===== config.mk =====
export PLATFORM = sky130hd
export DESIGN_NAME = mix_columns_iter
export DESIGN_NICKNAME = d
export VERILOG_FILES = /design/src/rtl/mix_columns_iter.sv
export SDC_FILE = /design/constraint.sdc
export NUM_CORES = 1
export LEC_CHECK = 0
export ABC_AREA = 0
export CAP_MARGIN = 40
export CORE_ASPECT_RATIO = 1.25
export CORE_MARGIN = 10
export CORE_UTILIZATION = 48
export CTS_CLUSTER_DIAMETER = 200
export DETAILED_ROUTE_END_ITERATION = 8
export PLACE_DENSITY = 0.83
export SKIP_CTS_REPAIR_TIMING = 1
export SLEW_MARGIN = 20
export SYNTH_ARGS = -nofsm -noshare
export SYNTH_HDL_FRONTEND = slang
export SYNTH_SLANG_ARGS = --single-unit

===== constraint.sdc =====
create_clock -name clk -period 6.7 [get_ports clk]
set_input_delay 1.675 -clock clk [delete_from_list [all_inputs] [get_ports clk]]
set_output_delay 1.675 -clock clk [all_outputs]
set_load 0.02 [all_outputs]

===== src/rtl/mix_columns_iter.sv =====
// AES forward MixColumns, one 32-bit column per clock through a single column multiplier.
// Holds one 128-bit state; a bypass flag returns the state unchanged for the final round.
module mix_columns_iter #(
    parameter int NCOL = 4
) (
    input  logic         clk,
    input  logic         rst,
    input  logic         in_valid,
    output logic         in_ready,
    input  logic [127:0] in_data,
    input  logic         in_bypass,
    output logic         out_valid,
    input  logic         out_ready,
    output logic [127:0] out_data,
    output logic         busy
);

    typedef enum logic [1:0] {
        S_IDLE,
        S_CALC,
        S_DONE
    } state_t;

    state_t         r_state;
    state_t         w_state_next;
    logic [1:0]     r_col;
    logic [127:0]   r_data;
    logic [127:0]   w_data_calc;
    logic [31:0]    w_cols [NCOL];
    logic [31:0]    w_col_in;
    logic [31:0]    w_col_out;
    logic           w_last_col;

    function automatic logic [7:0] xtime(input logic [7:0] x);
        return {x[6:0], 1'b0} ^ (x[7] ? 8'h1b : 8'h00);
    endfunction

    function automatic logic [7:0] mul3(input logic [7:0] x);
        return xtime(x) ^ x;
    endfunction

    // Split the state into columns and splice the freshly mixed column back at r_col.
    for (genvar gi = 0; gi < NCOL; gi++) begin : g_cols
        assign w_cols[gi] = r_data[127-32*gi -: 32];
        assign w_data_calc[127-32*gi -: 32] =
            (r_col == 2'(gi)) ? w_col_out : w_cols[gi];
    end

    assign w_col_in   = w_cols[r_col];
    assign w_last_col = (r_col == 2'(NCOL - 1));

    always_comb begin
        logic [7:0] a0, a1, a2, a3;
        a0 = w_col_in[31:24];
        a1 = w_col_in[23:16];
        a2 = w_col_in[15:8];
        a3 = w_col_in[7:0];
        w_col_out = {
            xtime(a0) ^ mul3(a1)  ^ a2        ^ a3,
            a0        ^ xtime(a1) ^ mul3(a2)  ^ a3,
            a0        ^ a1        ^ xtime(a2) ^ mul3(a3),
            mul3(a0)  ^ a1        ^ a2        ^ xtime(a3)
        };
    end

    always_comb begin
        w_state_next = r_state;
        in_ready     = 1'b0;
        out_valid    = 1'b0;
        case (r_state)
            S_IDLE: begin
                in_ready = 1'b1;
                if (in_valid) begin
                    w_state_next = in_bypass ? S_DONE : S_CALC;
                end
            end
            S_CALC: begin
                if (w_last_col) begin
                    w_state_next = S_DONE;
                end
            end
            S_DONE: begin
                out_valid = 1'b1;
                if (out_ready) begin
                    w_state_next = S_IDLE;
                end
            end
            default: w_state_next = S_IDLE;
        endcase
    end

    always_ff @(posedge clk or posedge rst) begin
        if (rst) begin
            r_state <= S_IDLE;
            r_col   <= 2'd0;
            r_data  <= 128'd0;
        end else begin
            r_state <= w_state_next;
            case (r_state)
                S_IDLE: begin
                    if (in_valid) begin
                        r_data <= in_data;
                        r_col  <= 2'd0;
                    end
                end
                S_CALC: begin
                    r_data <= w_data_calc;
                    r_col  <= r_col + 2'd1;
                end
                default: ;
            endcase
        end
    end

    assign out_data = r_data;
    assign busy     = (r_state != S_IDLE);

endmodule


==> out/qor.txt <==
Final GP Congestion: 0.8460
placed insts: 1,154
EDFF count, synth: 0
core area: 17,430 um^2
Layout area overhead: 40.71%
Skew-Pair Late Insertion Delay: 420 ps
vias in the first global route: 7,288
Reg-to-Reg End: out_data[77]
crit start category: primary input
DR iter-0 viols: 430
detailed placer's ending HPWL: 21.21 mm
Synth Flop Type: dfrtp_1
min Tclk post-route: 3982 ps
drc violations: 0
Unique masters post-synth: 28
Routed Antenna Nets: 0
WL final: 28.95 mm
clk sinks: 132
first-pass GRT wire length: 43.90 mm
Final Setup Violations: 0
starting density of the core: 48.93%
share of cells above drive strength 1: 9.450%
Worst Hold Depth: 2
CTS root buffer: clkbuf_16
Post-Syn Instances: 706
wire per inst: 24.39 um
Synth Area in Adders: 0.5868%
worst hold endpoint: out_data[40]
Vias/cell: 5.553
Final Hold Fails: 0
status: complete, no violations
post-synthesis xor/xnor area fraction: 15.78%
# port buffers: 263
normalized max-slew margin: 43.05%
cell area after synthesis: 8529 um^2
largest net degree at the start of global routing: 98
setup slack, reg-to-reg: 3190 ps
number of max-cap violations: 0
Worst Tran Pin Value: 852.3 ps
R2R cell count: 8
gr usage total: 23.99%
FMAX: 0.2511 GHz
final hold slack: 520.2 ps
CP Capture Type: register
Clock transition at path regs: 60 ps
First-pass DRT Iterations: 4
Die Y: 169.0 um
CTS Buf Count: 17
Post-Synth Simple-Gate Area: 10.28%
worst hold path type: reg2reg
fin nets: 1,087
CTS tree: yes
clock skew: 9.211 ps
reg2reg start: r_col[0]
detailed-route via count: 6,591
Seq/Total Area, Yosys: 38.73%
total die area: 23,530 um^2
fin cells: 1,187
grt total ovfl: 0
mux contribution to synthesized area: 23.47%
average size of a mapped cell: 12.08 um^2
H-tree depth: 4
compound-cell area share of the yosys netlist: 8.171%
Worst EP arrival: 4310 ps
Synthesized Nets: 843
Setup TNS: 0 ps
Core Rows: 54
Req. time, crit path: 7030 ps
RSZ-0062 raised after global routing: no
clock buffer depth: 2
Die Wd: 139.2 um
n_diodes: 0
part of the cycle the worst path needs: 59.44%
post-synthesis async set-or-reset flop share: 100.0%
critical-path maximum fanout: 33
critical path type: in2reg
largest family of logic cells by synthesized area: multiplexers
Max Slew Vio Count: 0
io pins: 264
HP Start: out_data[40]
initial antenna violation count: 0
count of state elements after synthesis: 132
yosys warns: 0
## sequential cells by signal, summed over array words and instances (netlist names)
name and cells:
r_state 2, out_data 128, r_col 2
## cell usage in the layout (no fill, tap or decap), drive strengths merged
master         instances
o21ai                131
nand2b                 3
ha                     4
clkbuf                19
clkinv                 4
nor2b                  2
clkinvlp               3
o21bai                 1
xnor3                 37
mux2i                128
nand2                  9
inv                    9
xor3                   6
a22o                   1
xnor2                 20
nor2                   3
xor2                   9
dfrtp                132
bufinv                 2
clkdlybuf4s50        263
and2                 128
a21oi                  5
mux4                  32
buf                   12
## worst max path at each step
stage	startpoint	end	slack, ps
2_1_floorplan	rst	out_data[0]	1500
3_3_place_gp	in_valid	out_data[71]	2440
3_5_place_dp	in_valid	out_data[83]	2340
4_1_cts	in_valid	out_data[77]	2720
5_1_grt	in_valid	out_data[80]	2610
6_report	in_valid	out_data[77]	2720
## per-layer routing
metal / track usage [%] / part of all wire (%) / vias up
met5: 0 / 0 / -
met4: 9.450 / 3.0 / 0
met3: 5.627 / 5.8 / 53
met2: 42.55 / 52 / 266
met1: 27.24 / 39 / 3277
li1: - / - / 2995
## synth_stat cells (6+ instances only)
master    number  area (um^2)
mux2i_1      128         1281
and2_1       128        800.8
nand2_1        9        33.78
xnor3_1       37        833.3
mux4_2        32        720.7
o21ai_0       63        315.3
xor3_1         6        142.6
clkbuf_1      41        153.9
xor2_1         8        70.07
xnor2_1       13        113.9
o21ai_1       68        340.3
dfrtp_1      132         3303
## cell type report
| cell class | count | area [um^2] |
|---|---|---|
| clock inverters | 13 | 148.9 |
| multi-input cells | 519 | 5027 |
| well taps | 224 | 280.3 |
| inverters | 5 | 23.77 |
| fillers | 1316 | 5430 |
| flip-flops and latches | 132 | 3306 |
| repair buffers | 275 | 2783 |
| clock buffers | 19 | 432.9 |
## stage by stage
step / util [%] / setup WS (ps) / cell area, um^2
floorplan: - / 1499 / 8529
CTS: 68.69 / 2717 / 11970
global placement: 65.02 / 2436 / 11330
detailed placement: 65.35 / 2335 / 11390
finish: 68.85 / 2718 / 12000
global route: 68.85 / 2612 / 12000
## logic make-up after synthesis
| kind of cell | after synthesis |
|---|---|
| muxes | 160 |
| and+or+nand+nor | 145 |
| AOI/OAI and AO/OA | 138 |
| DFF | 132 |
| xor gates and xnor gates | 72 |
| buffers and inverters | 55 |
| adders and majority gates | 4 |
## critical path: stages
cell,delay (ps)
clkdlybuf4s50_1,520
nand2b_1,260
a21oi_4,200
buf_4,540
nand2_1,540
buf_4,380
o21ai_0,180
Power is not shown: default switching activity piles up to over one toggle a cycle in this logic, so the estimate is an artifact.
